File: src/rtl/mawg_pkg.sv
// Shared ADSR stage encodings, also decoded by the control/status register block.
package mawg_pkg;

  typedef enum logic [2:0] {
    IDLE    = 3'd0,
    ATTACK  = 3'd1,
    DECAY   = 3'd2,
    SUSTAIN = 3'd3,
    RELEASE = 3'd4
  } adsr_state_e;

endpackage

File: src/rtl/envelope_adsr_scale.sv
// env_scale: signed sample times unsigned envelope level, scaled back down by 2^E.
module env_scale #(
  parameter int M = 16,
  parameter int E = 16
) (
  input  logic [M-1:0] sample_i,
  input  logic [E-1:0] level_i,
  output logic [M-1:0] scaled_o
);

  // The product of an M-bit signed value and a zero-extended E-bit level fits in M+E signed bits.
  logic signed [M+E-1:0] prod;

  assign prod     = $signed(sample_i) * $signed({1'b0, level_i});
  assign scaled_o = M'(prod >>> E);

endmodule

File: src/rtl/envelope_adsr.sv
// ADSR amplitude envelope applied to the oscillator sample; output registered.
// Optional RETRIGGER_EN adds a trig input that hard-restarts ATTACK from level 0.
module envelope_adsr
  import mawg_pkg::*;
#(
  parameter int M = 16,
  parameter int E = 16
) (
  input  logic         clk,
  input  logic         rst,
  input  logic         tick,
  input  logic         gate,
`ifdef RETRIGGER_EN
  input  logic         trig,
`endif
  input  logic [E-1:0] attack_rate,
  input  logic [E-1:0] decay_rate,
  input  logic [E-1:0] sustain_level,
  input  logic [E-1:0] release_rate,
  input  logic [M-1:0] sample,
  output logic [M-1:0] value,
  output logic [2:0]   stage,
  output logic         active
);

  localparam logic [E-1:0] LevelMax = {E{1'b1}};

  adsr_state_e       state_q, state_d;
  logic [E-1:0]      level_q, level_d;
  logic [M-1:0]      value_q;
  logic [M-1:0]      scaled;
  logic [E:0]        attackSum;
  logic signed [E:0] decayDiff;

  env_scale #(.M(M), .E(E)) u_scale (
    .sample_i (sample),
    .level_i  (level_q),
    .scaled_o (scaled)
  );

  always_ff @(posedge clk) begin
    if (!rst) begin
      state_q <= IDLE;
      level_q <= '0;
      value_q <= '0;
    end else begin
      state_q <= state_d;
      level_q <= level_d;
      value_q <= scaled;
    end
  end

  // Gate checks come before tick so a note-off is never lost to a level step.
  always_comb begin
    state_d   = state_q;
    level_d   = level_q;
    attackSum = {1'b0, level_q} + {1'b0, attack_rate};
    decayDiff = $signed({1'b0, level_q}) - $signed({1'b0, decay_rate});
    case (state_q)
      IDLE: begin
        level_d = '0;
        if (gate) state_d = ATTACK;
      end
      ATTACK: begin
        if (!gate) begin
          state_d = RELEASE;
        end else if (tick) begin
          if (attackSum >= {1'b0, LevelMax}) begin
            level_d = LevelMax;
            state_d = DECAY;
          end else begin
            level_d = attackSum[E-1:0];
          end
        end
      end
      DECAY: begin
        if (!gate) begin
          state_d = RELEASE;
        end else if (tick) begin
          if (decayDiff <= $signed({1'b0, sustain_level})) begin
            level_d = sustain_level;
            state_d = SUSTAIN;
          end else begin
            level_d = decayDiff[E-1:0];
          end
        end
      end
      SUSTAIN: begin
        if (!gate) state_d = RELEASE;
        else       level_d = sustain_level;
      end
      RELEASE: begin
        if (gate) begin
          state_d = ATTACK;
        end else if (tick) begin
          if (level_q <= release_rate) begin
            level_d = '0;
            state_d = IDLE;
          end else begin
            level_d = level_q - release_rate;
          end
        end
      end
      default: begin
        state_d = IDLE;
        level_d = '0;
      end
    endcase
`ifdef RETRIGGER_EN
    if (gate && trig) begin
      state_d = ATTACK;
      level_d = '0;
    end
`endif
  end

  always_comb begin
    value  = value_q;
    stage  = state_q;
    active = (state_q != IDLE);
  end

endmodule

File: config.mk
export PLATFORM = sky130hd
export DESIGN_NAME = envelope_adsr
export DESIGN_NICKNAME = d
export VERILOG_FILES = /design/src/rtl/mawg_pkg.sv /design/src/rtl/envelope_adsr_scale.sv /design/src/rtl/envelope_adsr.sv
export SDC_FILE = /design/constraint.sdc
export NUM_CORES = 1
export LEC_CHECK = 0
export ABC_AREA = 1
export CORE_MARGIN = 2
export CORE_UTILIZATION = 67
export CTS_BUF_LIST = sky130_fd_sc_hd__clkbuf_4 sky130_fd_sc_hd__clkbuf_8
export DETAILED_ROUTE_END_ITERATION = 10
export PLACE_DENSITY = 0.91
export REMOVE_ABC_BUFFERS = 1
export SETUP_SLACK_MARGIN = 0.2
export SLEW_MARGIN = 15
export SYNTH_ARGS = -nofsm -noshare
export SYNTH_HDL_FRONTEND = slang
export SYNTH_SLANG_ARGS = --single-unit
File: constraint.sdc
create_clock -name clk -period 14 [get_ports clk]
set_input_delay 2.1 -clock clk [delete_from_list [all_inputs] [get_ports clk]]
set_output_delay 2.1 -clock clk [all_outputs]
set_load 0.005 [all_outputs]
==> results.yml <==
outcome:
  status: "completed"
place:
  io_buffers: 103
  dp_cells: 2373
  placedInstanceArea_um2: 15130
  routabilityCongestion: 0.9967
  hpwl_mm: 31.41
clock_network:
  clockRootBuffer: "clkbuf_8"
  postCtsSetupBuffers: 0
  cts_tree: "done"
  cts_buffer_depth: 2
  numCtsBuffers: 5
  cts.sinks: 35
  cts_resized: 0
  clk_latency_ps: 300
  h-tree-depth: 2
  clkTransAtPathRegs_ps: 80
  holdBufCountCts: 0
global_route:
  overflow: 0
  grt_usage_pct: 36.17
  antenna_found_initial: 0
  grt_start_max_net_pins: 21
  grt_pass1_vias: 13546
  grt_pass1_wl_mm: 63.93
logic_synthesis:
  yosysWarnings: 0
  syn_area_um2: 14030
  syn_inst: 2069
  ys_seq_elements: 35
  synth_edf_count: 0
  syn_area_per_cell_um2: 6.779
  async_reset_ff_share_pct: 0
  ys_seq_area_share_pct: 4.996
  synthFlopType: "dfxtp_1"
  yosysUniqueCellTypes: 55
setup_path:
  rrSetupSlack_ps: 7630
  worst_ep_required_time_ps: 14190
  cpLargestDelayFamily: "adder cells"
  cp_common_cell: "fa_1"
  slowest_delay_ps: 980
  path_buf_inv: 4
  startpoint: "sample[1]"
  worstSetupEndpointType: "flip-flop"
  r2r-start: "level_q[11]"
  startpoint_type: "input pin"
  crit_slowest_cell: "clkdlybuf4s50_1"
  crit_type: "input pin to flip-flop"
  critPathMaxFanout: 16
  crit_chain: "clkdlybuf4s50_1 > nand2_1 > fa_1 > fa_1 > fa_1 > inv_1 > fa_1 > fa_1 > inv_1 > fa_1 > inv_1 > ha_1 > nand2_1 > nor2_1 > nand4_1 > o21ai_1 > nand2_1 > a21oi_1 > a21oi_1 > o21ai_0 > a21oi_1"
  crit_arrival_ps: 8200
cells_and_area:
  diodes: 0
  final_cell_mix: "nand2_1 (532), inv_1 (517), fa_1 (196)"
  final_net_count: 2568
  stdcell_area_um2: 15250
  layout-drive-gt1-share_pct: 3.363
  final_common_cell: "nand2_1"
  fin_cells: 2381
  areaGrowthSynthToFinish_pct: 8.716
sta:
  slew_violations: 0
  finalSetupTns_ps: 0
  skew_ps: 9.986
  fmax_mhz: 124.9
  min_period_ps: 8005
  min_period_over_period_pct: 57.18
  finalHoldViolCount: 0
  max_slew_margin_pct: 19.63
  worst_pin_slew_ps: 1204
  setup_violations: 0
  rsz0062_at_grt: "no"
  fin_hold_ws_ps: 553.3
route:
  routedWlPerCell_um: 16.19
  wirelength_mm: 38.55
  drc: 0
  vias: 13311
  drtPass1Iterations: 9
  antenna_left: 0
  initialDrtViolationCount: 1018
  via_per_inst: 5.591
worst_hold_path:
  hold_start: "stage[0]"
  hold_class: "flip-flop to flip-flop"
floorplanning:
  io_pins: 104
  rows: 52
  core_um2: 20360
  fp.dieH_um: 148.7
  initial_core_util_pct: 68.87
  die_w_um: 148.7
  die_area_um2: 22110
job:
  maxCapViolations: 0
per-stage QoR:
step	utilization [%]	setup WS (ps)
floorplan	-	7135
global placement	74.29	5921
detailed placement	74.29	5826
CTS	74.87	6119
global route	74.88	5724
finish	74.88	5995
area by class of cell:
class                   count  area, µm²
repair buffers            110       1084
inverters                 534       2004
clock inverters             2      35.03
fillers                  1567       5116
multi-input cells        1424      11000
clock buffers               6      82.58
well taps                 270      337.8
flip-flops and latches     35      701.9
layer usage:
layer / track usage (%) / wire (µm)
met1: 46.93 / 15100
met2: 60.93 / 17660
met3: 5.429 / 4017
met4: 14.81 / 1768
met5: 0 / 0
cell families (layout without fill, tap and decap cells):
logic type	Yosys count	after routing	synth area share (%)
AOI/OAI and AO/OA	212	212	8.894
xor gates and xnor gates	25	25	1.561
adders and majority gates	374	374	43.85
buffers and inverters	610	652	16.56
DFF	35	35	4.996
and+or+nand+nor	813	813	24.14
registers in the layout, indices dropped and copies added, names as in the netlist:
register	count
level_q	16
stage	3
value	16
synthesized netlist by cell type, types with 2 or more instances:
cell	instances	share of area (%)
buf_1	2	0.054
nand3_2	4	0.29
clkbuf_1	65	1.7
or2_2	6	0.27
a221oi_1	6	0.37
nand4_1	10	0.45
nand3_1	91	3.2
nand3b_1	12	0.64
fa_1	196	28
dfxtp_1	35	5.0
o22ai_2	2	0.18
o22ai_1	7	0.31
nor4_1	7	0.31
nand2_2	5	0.22
a31oi_1	3	0.13
o21ai_1	6	0.21
o21ai_0	42	1.5
nand2_1	532	14
inv_2	14	0.37
clkinv_1	3	0.080
nor3_1	11	0.39
nor2_2	2	0.089
buf_6	3	0.24
inv_1	517	14
buf_2	5	0.18
xnor2_1	12	0.75
o21a_1	8	0.43
a31o_2	2	0.12
nor2_1	123	3.3
a21boi_2	2	0.16
a21oi_2	6	0.37
nor3_2	4	0.29
a21oi_1	110	3.9
xor2_1	13	0.81
ha_1	178	16
a21o_1	5	0.27
a211oi_1	2	0.11
worst register-to-register path, cell delays in order (launching register included):
cell and delay [ps]:
dfxtp_1 1130, nand2_1 190, fa_1 560, fa_1 510, fa_1 520, inv_1 60, fa_1 490, fa_1 520
inv_1 60, fa_1 490, inv_1 50, ha_1 320, nand2_1 100, nor2_1 160, nand4_1 110, o21ai_1 250
nand2_1 120, a21oi_1 230, a21oi_1 130, o21ai_0 180, a21oi_1 70
path summary, 6_finish.rpt:
check | end | depth (start not counted)
worst min register to register | stage[0] | 2
worst max-delay path | value[9] | 21
worst min-delay path | stage[0] | 2
worst max register to register | value[9] | 20
Power is left out: the tool's default activity adds up to more than one toggle a clock period on the data nets, which glitch-free logic cannot reach.
